[src/rtl/seq_scaled_divider.sv]
// seq_scaled_divider: multi-cycle restoring divider computing trunc((dividend <<< IN_SCALE) / divisor), saturated
module seq_scaled_divider #(
    parameter int DIVIDEND_WIDTH = 16,
    parameter int DIVISOR_WIDTH  = 8,
    parameter int IN_SCALE       = 0,
    parameter int QUOTIENT_WIDTH = 8
) (
    input  logic                             clk,
    input  logic                             rst,
    input  logic                             in_valid,
    output logic                             in_ready,
    input  logic signed [DIVIDEND_WIDTH-1:0] dividend,
    input  logic signed [DIVISOR_WIDTH-1:0]  divisor,
    output logic                             out_valid,
    input  logic                             out_ready,
    output logic signed [QUOTIENT_WIDTH-1:0] quotient,
    output logic                             saturated,
    output logic                             div_by_zero
);
    localparam int DW = DIVIDEND_WIDTH;
    localparam int BW = DIVISOR_WIDTH;
    localparam int QW = QUOTIENT_WIDTH;
    localparam int W  = DW + IN_SCALE;
    localparam int CW = $clog2(W + 1);
    localparam logic [W-1:0]  W_POS_LIM = W'(2 ** (QW - 1) - 1);
    localparam logic [W-1:0]  W_NEG_LIM = W'(2 ** (QW - 1));
    localparam logic [QW-1:0] Q_MAX     = {1'b0, {(QW - 1){1'b1}}};
    localparam logic [QW-1:0] Q_MIN     = {1'b1, {(QW - 1){1'b0}}};

    typedef enum logic [1:0] {S_IDLE, S_DIV, S_FIN, S_DONE} state_t;

    state_t          r_state;
    logic [W-1:0]    r_a;
    logic [BW-1:0]   r_b;
    logic [BW-1:0]   r_rem;
    logic [CW-1:0]   r_cnt;
    logic            r_sa;
    logic            r_sb;
    logic            r_in_ready;
    logic            r_out_valid;
    logic [QW-1:0]   r_q;
    logic            r_sat;
    logic            r_dbz;

    // Two's-complement negation in the operand width yields the exact unsigned
    // magnitude, including for the most negative value.
    logic [DW-1:0]   w_a_abs;
    logic [BW-1:0]   w_b_abs;
    logic [W-1:0]    w_a_sh;
    logic [BW:0]     w_rs;
    logic            w_ge;
    logic [BW-1:0]   w_sub;
    logic [QW-1:0]   w_qmag;
    logic            w_neg;
    logic            w_sat_pos;
    logic            w_sat_neg;

    assign w_a_abs   = dividend[DW-1] ? $unsigned(-dividend) : $unsigned(dividend);
    assign w_b_abs   = divisor[BW-1] ? $unsigned(-divisor) : $unsigned(divisor);
    assign w_a_sh    = W'(w_a_abs) << IN_SCALE;
    // r_a doubles as dividend shifter and quotient collector: dividend bits
    // leave at the top while quotient bits enter at the bottom.
    assign w_rs      = {r_rem, r_a[W-1]};
    assign w_ge      = w_rs >= {1'b0, r_b};
    assign w_sub     = w_rs[BW-1:0] - r_b;
    assign w_qmag    = r_a[QW-1:0];
    assign w_neg     = r_sa ^ r_sb;
    assign w_sat_pos = r_a > W_POS_LIM;
    assign w_sat_neg = r_a > W_NEG_LIM;

    assign in_ready    = r_in_ready;
    assign out_valid   = r_out_valid;
    assign quotient    = r_q;
    assign saturated   = r_sat;
    assign div_by_zero = r_dbz;

    // Control FSM: capture, W restoring steps, sign/saturation fixup, then hold result
    always_ff @(posedge clk) begin
        if (rst) begin
            r_state     <= S_IDLE;
            r_a         <= '0;
            r_b         <= '0;
            r_rem       <= '0;
            r_cnt       <= '0;
            r_sa        <= 1'b0;
            r_sb        <= 1'b0;
            r_in_ready  <= 1'b1;
            r_out_valid <= 1'b0;
            r_q         <= '0;
            r_sat       <= 1'b0;
            r_dbz       <= 1'b0;
        end else begin
            case (r_state)
                S_IDLE: if (in_valid) begin
                    r_a        <= w_a_sh;
                    r_b        <= w_b_abs;
                    r_sa       <= dividend[DW-1];
                    r_sb       <= divisor[BW-1];
                    r_rem      <= '0;
                    r_cnt      <= CW'(W);
                    r_in_ready <= 1'b0;
                    r_state    <= (divisor == '0) ? S_FIN : S_DIV;
                end
                S_DIV: begin
                    r_rem   <= w_ge ? w_sub : w_rs[BW-1:0];
                    r_a     <= {r_a[W-2:0], w_ge};
                    r_cnt   <= r_cnt - CW'(1);
                    r_state <= (r_cnt == CW'(1)) ? S_FIN : S_DIV;
                end
                S_FIN: begin
                    r_state     <= S_DONE;
                    r_out_valid <= 1'b1;
                    r_dbz       <= (r_b == '0);
                    r_sat       <= (r_b == '0) ? 1'b1 : (w_neg ? w_sat_neg : w_sat_pos);
                    r_q         <= (r_b == '0) ? (r_sa ? Q_MIN : Q_MAX) :
                                   w_neg ? (w_sat_neg ? Q_MIN : -w_qmag) :
                                           (w_sat_pos ? Q_MAX : w_qmag);
                end
                S_DONE: if (out_ready) begin
                    r_state     <= S_IDLE;
                    r_out_valid <= 1'b0;
                    r_in_ready  <= 1'b1;
                end
                default: r_state <= S_IDLE;
            endcase
        end
    end
endmodule
[config.mk]
export PLATFORM = sky130hd
export DESIGN_NAME = seq_scaled_divider
export DESIGN_NICKNAME = d
export VERILOG_FILES = /design/src/rtl/seq_scaled_divider.sv
export SDC_FILE = /design/constraint.sdc
export NUM_CORES = 1
export LEC_CHECK = 0
export BUFFER_PORTS_ARGS = -buffer_cell sky130_fd_sc_hd__buf_2
export CORE_UTILIZATION = 45
export DETAILED_ROUTE_END_ITERATION = 16
export GPL_TIMING_DRIVEN = 0
export SLEW_MARGIN = 10
export SYNTH_ARGS = -nofsm -noshare
export SYNTH_HDL_FRONTEND = slang
export SYNTH_SLANG_ARGS = --single-unit
[constraint.sdc]
create_clock -name clk -period 2.45 [get_ports clk]
set_input_delay 0.1225 -clock clk [delete_from_list [all_inputs] [get_ports clk]]
set_output_delay 0.1225 -clock clk [all_outputs]
set_load 0.1 [all_outputs]
==> out/metrics.cfg, run 1 <==
[global_routing]
grt_pass1_wl_um = 14300
antenna_found_initial = 0
grt-ovfl-total = 0
grt_pass1_vias = 2878
grt_max_degree = 16
grt.total_usage = 0.243

[critical_path]
crit_arrival_ns = 2.54
path_cells = inv_1 > ha_1 > and4_1 > and2_1 > a221oi_4 > mux2i_1 > a22o_1
required_ns = 2.66
cp_num_buf_inv = 1
crit_path_start_kind = register
critPathCaptureType = register
slowest_delay_ns = 0.61
worstPathMaxFanout = 10
worstSetupPathType = reg -> reg
worst_path_dominant_cell_family = compound AO/OA/AOI/OAI gates
crit_slowest_cell = a221oi_4

[synth]
yosys_warnings = 0
synthArstFlopShare = 0
ys.flop_type = dfxtp_1
syn_nets = 448
synth_top_area_frac = 0.325
synthTopCellsByArea = dfxtp_1 (32%), ha_1 (5.0%), a21oi_1 (4.7%)
synthCells = 406
synth_area_leader_cell = dfxtp_1
synth_area_mm2 = 0.00327
synth_cell_types = 54
synth_edf_count = 0
ys_seq_elements = 53
avgSynthCellArea_um2 = 8.05
yosysSeqAreaShare = 0.325

[drt]
drcViolationCount = 0
routed.top_layer = met4
detail_route.first_pass.iterations = 5
dr_wl_met3_um = 426
wl_per_cell_um = 16.0
ant_nets = 0
met2_length_um = 4000
totalWireLength_um = 8760
via_per_inst = 5.79
first_iter_violations = 242
vias = 3175
m1WireLength_um = 4240

[placed_design]
hpwl_um = 6560
routabilityCongestion = 0.833
port_buffers = 38
place_area_mm2 = 0.00358

[clock_network]
ctsHoldBuffers = 0
cts.htree.levels = 2
cts_buffer_depth = 2
cts_resized = 0
cts-root-buf = clkbuf_8
cts_num_sinks = 53
cts_tree = yes
postCtsSetupBuffers = 0
cts_buffers = 5
clk_latency_ns = 0.31
clk_pin_slew_ns = 0.10

[layout]
postLayoutCoreUtil = 0.533
antenna_cells = 0
stdcell_area_mm2 = 0.00368
synthToLayoutAreaGrowth_pct = 12.6
mostFrequentLayoutCells = dfxtp_1 (53), nor2_1 (41), buf_2 (38)
drive_gt1_frac = 0.124
final_common_cell = dfxtp_1
num-nets-final = 493

[sta]
rsz0062_at_grt = no
fin_skew_ns = 0.00855
setup_tns_ns = 0
finalSetupViolCount = 0
fmax_mhz = 430
fin_hold_ws_ns = 0.0716
slew_headroom = 0.417
maxSlewViolCount = 0
worst_slew_pin_slew_ns = 0.873
min_period_over_period = 0.949
hold_viol = 0
period_needed_ns = 2.33

[floorplanning]
io-pin-count = 40
dieArea_mm2 = 0.00761
num_rows = 30
coreArea_mm2 = 0.00691
die_w_um = 87.2
die_h_um = 87.2
start_util = 0.473

[min_path]
hp-class = in -> reg

[power_and_ir_drop]
power.density_mw_per_mm2 = 656
ir_drop_mv = 0.321
p_total_w = 0.00242
power.leakage_nw = 1.45

[status]
run_status = finished, final reports clean

[job]
cap_violations = 0

==> tightest hold or removal path, cell delays in order <==
cell	delay, ns
buf_2	0.11
nand2_1	0.05
a21oi_1	0.05
==> final cells by class <==
cell class              instances  area (µm²)
clock buffers                   7        96.3
multi-input cells             308        2040
well taps                      96         120
repair buffers                 38         190
plain buffers                  22        82.6
fillers                       712        3230
inverters                      23        86.3
flip-flops and latches         53        1060
clock inverters                 1        5.00
==> registers in the layout (all words and copies together), names as in the netlist <==
name / cells
out_valid: 1
in_ready: 1
saturated: 1
div_by_zero: 1
r_sa: 1
r_rem: 8
r_sb: 1
r_cnt: 5
r_state: 2
r_a: 16
quotient: 8
r_b: 8
==> kinds of logic (layout without fill, tap and decap cells) <==
group                    after synthesis  after routing  synth area share
AO/OA/AOI/OAI                        126            126             0.272
buffers and inverters                 45             91            0.0517
AND/OR/NAND/NOR                      136            136             0.207
adder cells (fa/ha/maj)               14             14            0.0559
flip-flops                            53             53             0.325
multiplexers                           8              8            0.0245
XOR/XNOR                              24             24            0.0643
==> synth_stat cells, drive strengths merged, types with 4 or more instances <==
cell type,number
a222oi,9
a32oi,4
ha,13
nor3,14
nand2,30
a22oi,8
nor2b,7
a21oi,31
nor4,7
inv,23
or2,4
a41oi,4
or4,5
clkbuf,20
mux2i,8
dfxtp,53
xnor2,9
o31ai,7
a211oi,10
or3,4
nand2b,8
xor2,15
o21ai,18
nor2,41
o22ai,7
==> report_power, final <==
group	internal (W)	total, W	switching [W]
sequential	0.000928	0.000990	0.0000619
clock	0.000256	0.000548	0.000292
combinational	0.000351	0.000877	0.000527
==> layer usage <==
layer | vias to the layer above | global-route usage
met4 | 0 | 0.0671
met2 | 88 | 0.393
met3 | 8 | 0.0303
li1 | 1597 | -
met5 | - | 0
met1 | 1482 | 0.340
==> stage by stage <==
step,worst slack [ns],std cells
floorplan,0.422,406
global placement,0.146,540
detailed placement,0.159,540
CTS,0.141,548
global route,0.0290,548
finish,0.124,548
==> final timing paths <==
| kind | cells after the start | slack [ns] | from | end |
|---|---|---|---|---|
| max | 7 | 0.12 | r_b[4]$_SDFFE_PP0P_ | r_rem[1]$_SDFFE_PP0P_ |
| min | 3 | 0.07 | divisor[0] | r_b[0]$_SDFFE_PP0P_ |
| max reg2reg | 7 | 0.12 | r_b[4]$_SDFFE_PP0P_ | r_rem[1]$_SDFFE_PP0P_ |
| min reg2reg | 2 | 0.46 | div_by_zero$_SDFFE_PP0P_ | div_by_zero$_SDFFE_PP0P_ |
Power figures use the tool's default switching activity.
==> inputs of run 2 (changes only) <==
- ABC_AREA: default -> 1
==> run 2 against run 1 <==
Sequential power is 11% higher; register-to-register slack better by 0.32 ns; wire length is 1.6% higher; largest cell class unchanged; non-clock buffer count is 6 lower; utilization is 0.28 points lower; clock skew is 0.0011 ns lower.
==> out/metrics.cfg, run 2 <==
[floorplanning]
die_w_um = 90.5
start_util = 0.476
dieArea_mm2 = 0.00819
num_rows = 31
coreArea_mm2 = 0.00741
io-pin-count = 40
die_h_um = 90.5

[synth]
synthTopCellsByArea = dfxtp_1 (30%), nand2_1 (14%), nand3_1 (7.8%)
yosys_warnings = 0
yosys-top-cells-count = nand2_1 (134), inv_1 (69), nand3_1 (55), dfxtp_1 (53), nor2_1 (43)
synthCells = 538
yosysSeqAreaShare = 0.301
ys.flop_type = dfxtp_1
synthArstFlopShare = 0
synth_area_leader_cell = dfxtp_1
synth_cell_types = 42
synth_edf_count = 0
synth.most_common_cell = nand2_1
ys_seq_elements = 53
synth_top_area_frac = 0.301
avgSynthCellArea_um2 = 6.55
synth_area_mm2 = 0.00352
syn_nets = 580

[power_and_ir_drop]
seq_power_share = 0.286
ir_drop_mv = 0.438
p_total_w = 0.00385
switching_power_w = 0.00186
switching_share = 0.484
power.leakage_nw = 1.84
p_comb_frac = 0.583
clock_power_share = 0.131
internal_power_w = 0.00199
power.density_mw_per_mm2 = 980

[min_path]
hp-class = in -> reg
hold_depth = 3

[layout]
drive_gt1_frac = 0.128
postLayoutCoreUtil = 0.530
largest_reg_flops = 16
antenna_cells = 0
layoutNonFillerInstCount = 683
mostFrequentLayoutCells = nand2_1 (134), inv_1 (69), nand3_1 (55)
top_register = r_a
final_common_cell = nand2_1
num-nets-final = 625
synthToLayoutAreaGrowth_pct = 11.4

[global_routing]
grt_pass1_vias = 3294
grt-ovfl-total = 0
grt_pass1_wl_um = 15100
antenna_found_initial = 0
grt_max_degree = 17
grt.total_usage = 0.226

[critical_path]
crit_path_start_kind = register
reg2reg_depth = 10
startpoint = r_b[2]$_SDFFE_PP0P_
cp-endpoint = r_rem[1]$_SDFFE_PP0P_
required_ns = 2.63
worstReg2RegEnd = r_rem[1]$_SDFFE_PP0P_
critPathCaptureType = register
worstPathMaxFanout = 8
rrSetupSlack_ns = 0.44
worstSetupPathType = reg -> reg
r2r-start = r_b[2]$_SDFFE_PP0P_
crit_arrival_ns = 2.19

[drt]
vias = 3492
detail_route.first_pass.iterations = 4
ant_nets = 0
totalWireLength_um = 8910
drcViolationCount = 0
first_iter_violations = 112
wl_per_cell_um = 13.0
via_per_inst = 5.11

[sta]
fin_hold_ws_ns = 0.0875
hold_viol = 0
worst_slew_pin_slew_ns = 0.578
min_period_over_period = 0.819
finalSetupViolCount = 0
fin_skew_ns = 0.00743
rsz0062_at_grt = no
slew_headroom = 0.615
setup_tns_ns = 0
period_needed_ns = 2.01
maxSlewViolCount = 0
fmax_mhz = 499

[clock_network]
cts-root-buf = clkbuf_8
cts_buffers = 5
clk_pin_slew_ns = 0.10
clk_latency_ns = 0.31
cts_num_sinks = 53
cts_buffer_depth = 2
ctsHoldBuffers = 0
cts_tree = yes
cts_resized = 0
postCtsSetupBuffers = 0
cts.htree.levels = 2

[placed_design]
port_buffers = 38
place_inst = 675
hpwl_um = 6960
routabilityCongestion = 0.876

[job]
cap_violations = 0

[status]
run_status = finished, final reports clean

==> run 2: cell types whose count changed after synthesis, moves of 11 or more <==
| cell | change |
|---|---|
| clkbuf_1 | -12 |
| a21oi_1 | +11 |
| nand4_1 | +12 |
| nand2_1 | +104 |
| nor3_1 | -11 |
| inv_1 | +46 |
| o21ai_0 | +13 |
| nand3_1 | +52 |
==> run 2: worst min path at each step <==
stage	startpoint	to	slack (ns)
2_1_floorplan	divisor[0]	r_b[0]$_SDFFE_PP0P_	0.28
3_3_place_gp	divisor[1]	r_b[1]$_SDFFE_PP0P_	0.41
3_5_place_dp	out_ready	in_ready$_SDFFE_PP1P_	0.42
4_1_cts	out_ready	in_ready$_SDFFE_PP1P_	0.08
5_1_grt	out_ready	in_ready$_SDFFE_PP1P_	0.09
6_report	out_ready	in_ready$_SDFFE_PP1P_	0.09
==> run 2: layer usage <==
| layer | GRT usage | share of wire |
|---|---|---|
| met5 | 0 | 0 |
| met4 | 0.0497 | 0.0079 |
| met3 | 0.0412 | 0.023 |
| met2 | 0.382 | 0.46 |
| met1 | 0.299 | 0.51 |
==> run 2: power groups by stage <==
stage | clock (W) | sequential, W | combinational (W)
floorplan | 0 | 0.00113 | 0.00172
global placement | 0 | 0.00112 | 0.00220
detailed placement | 0 | 0.00112 | 0.00221
CTS | 0.000520 | 0.00110 | 0.00222
global route | 0.000552 | 0.00112 | 0.00255
finish | 0.000505 | 0.00110 | 0.00224
==> run 2: final cells by class <==
cell class	count	area, µm²
Sequential cell	53	1060
Clock inverter	2	15.0
Timing Repair Buffer	38	190
Inverter	77	294
Multi-Input combinational cell	392	2080
Tap cell	99	124
Buffer	16	88.8
Clock buffer	6	72.6
Fill cell	785	3480
==> run 2: logic make-up (layout without fill, tap and decap cells) <==
family          after synthesis  after routing  synth area share
simple gates                265            265             0.342
xor+xnor                     11             11            0.0327
compound gates              102            102             0.164
fa+ha+maj                    14             14            0.0518
buf+inv                      93            139             0.109
flops                        53             53             0.301
==> run 2: worst max-delay path, cell delays in order, from the launching register on <==
cell	delay, ns
dfxtp_1	0.35
inv_1	0.06
ha_1	0.38
nand2_1	0.10
nand2_1	0.06
nand2_1	0.10
nand2_1	0.08
a21oi_2	0.38
nand4_1	0.17
nand3_1	0.12
a21oi_1	0.07
==> run 2: through the flow <==
step           area (µm²)  worst slack [ns]
2_1_floorplan        3520             0.831
3_3_place_gp         3840             0.473
3_5_place_dp         3840             0.468
4_1_cts              3930             0.445
5_1_grt              3930             0.219
6_report             3930             0.444
==> inputs of run 3 (changes only) <==
- ABC_AREA: 1 -> 0
- clock period: 2.45 -> 2 ns (I/O delays scaled with it)
==> run 3 against run 2 <==
The run now ends with negative setup slack left; global-route usage is 1.3 points higher; critical path depth is 4 lower; hold slack worse by 0.041 ns; wire length is 1.1% higher.
==> out/metrics.cfg, run 3 (synthesized netlist as in run 1, its figures left out) <==
[floorplanning]
die_w_um = 87.2
num_rows = 30
start_util = 0.473
dieArea_mm2 = 0.00761
coreArea_mm2 = 0.00691
die_h_um = 87.2
io-pin-count = 40

[critical_path]
crit_slowest_cell = or4_4
worstSetupPathType = reg -> reg
critPathCaptureType = register
cp_num_buf_inv = 1
crit_arrival_ns = 2.23
worst_path_dominant_cell_family = simple AND/OR/NAND/NOR gates
required_ns = 2.22
slowest_delay_ns = 0.56
worstPathMaxFanout = 3
crit_path_start_kind = register
path_cells = or4_4 > or3_4 > buf_4 > o31ai_2 > a21oi_1 > o21a_1

[layout]
num-nets-final = 495
top_register = r_a
antenna_cells = 0
drive_gt1_frac = 0.211
largest_reg_flops = 16
synthToLayoutAreaGrowth_pct = 18.5
final_common_cell = dfxtp_1
mostFrequentLayoutCells = dfxtp_1 (45), nor2_1 (40), buf_2 (39)

[sta]
worst_slew_pin_slew_ns = 0.840
slew_headroom = 0.435
finalSetupViolCount = 1
maxSlewViolCount = 0
setup_tns_ns = -0.0162
fin_skew_ns = 0.00959
rsz0062_at_grt = yes
fmax_mhz = 496
period_needed_ns = 2.02
hold_viol = 0
min_period_over_period = 1.01
setup_ws_ns = -0.0162

[global_routing]
grt-ovfl-total = 0
grt_pass1_wl_um = 14100
grt_pass1_vias = 2836
grt_max_degree = 16
grt.total_usage = 0.239
antenna_found_initial = 0

[power_and_ir_drop]
switching_power_w = 0.00116
ir_drop_mv = 0.455
p_comb_frac = 0.411
seq_power_share = 0.393
power.density_mw_per_mm2 = 805
power.leakage_nw = 1.48
clock_power_share = 0.196
switching_share = 0.371
internal_power_w = 0.00196

[drt]
detail_route.first_pass.iterations = 5
first_iter_violations = 133
drcViolationCount = 0
wl_per_cell_um = 16.4
vias = 3167
via_per_inst = 5.76
totalWireLength_um = 9010
ant_nets = 0

[status]
violations = negative setup slack
run_status = finished, violations left

[clock_network]
ctsHoldBuffers = 0
cts_buffer_depth = 2
cts_num_sinks = 53
cts-root-buf = clkbuf_8
clk_latency_ns = 0.31
clk_pin_slew_ns = 0.10
cts_buffers = 5
cts_tree = yes
cts.htree.levels = 2

[placed_design]
routabilityCongestion = 0.869
port_buffers = 38
place_ws_ns = -0.275
hpwl_um = 6490

[min_path]
hp-class = in -> reg

[job]
cap_violations = 0

run 3: path summary, 6_finish.rpt:
path | cells past startpoint | from | slack (ns) | to
hold reg to reg | 2 | div_by_zero$_SDFFE_PP0P_ | 0.46 | div_by_zero$_SDFFE_PP0P_
setup reg to reg | 6 | r_a[10]$_SDFFE_PP0P_ | -0.02 | quotient[4]$_SDFFE_PP0P_
hold / removal | 3 | divisor[0] | 0.05 | r_b[0]$_SDFFE_PP0P_
setup / recovery | 6 | r_a[10]$_SDFFE_PP0P_ | -0.02 | quotient[4]$_SDFFE_PP0P_
run 3: area by class of cell:
class | instances | area [µm²]
Fill cell | 674 | 3030
Multi-Input combinational cell | 308 | 2200
Sequential cell | 53 | 1070
Timing Repair Buffer | 42 | 228
Tap cell | 96 | 120
Inverter | 23 | 90.1
Buffer | 20 | 81.3
Clock buffer | 7 | 76.3
Clock inverter | 1 | 7.51
run 3: worst reg2reg max path, stage by stage, from the launching register on:
cell	delay, ns
dfxtp_2	0.34
or4_4	0.56
or3_4	0.40
buf_4	0.16
o31ai_2	0.21
a21oi_1	0.07
o21a_1	0.19
run 3: power groups by stage:
stage               Sequential [W]  Combinational, W  Clock, W
global route               0.00124           0.00139  0.000665
detailed placement         0.00124           0.00107         0
floorplan                  0.00127          0.000780         0
CTS                        0.00122           0.00117  0.000623
global placement           0.00123           0.00107         0
finish                     0.00123           0.00128  0.000611
run 3: metrics by stage:
step                      power (W)  instance area [µm²]  hold slack [ns]  utilization  cells
after CTS                   0.00302                 3760           0.0395        0.544    551
after global placement      0.00230                 3590            0.373        0.520    540
after detailed placement    0.00231                 3590            0.372        0.520    540
after global routing        0.00329                 3870           0.0646        0.561    550
after floorplan             0.00205                 3280            0.236            -    406
final                       0.00312                 3870           0.0467        0.561    550
run 3: routing by layer:
layer  vias up  share of wire  track usage
met5         -              0            0
met4         0         0.0080       0.0596
met3         8          0.045       0.0322
met2        73           0.46        0.379
met1      1485           0.49        0.343
li1       1601              -            -
run 3: timing repair:
item / 4_1_cts / 5_1_grt
endpoints found under the hold margin: 0 / 0
endpoints found under the setup margin: 27 / 31
pin swaps: 3 / 9
resized for setup: 15 / 31
setup buffers: 4 / 0
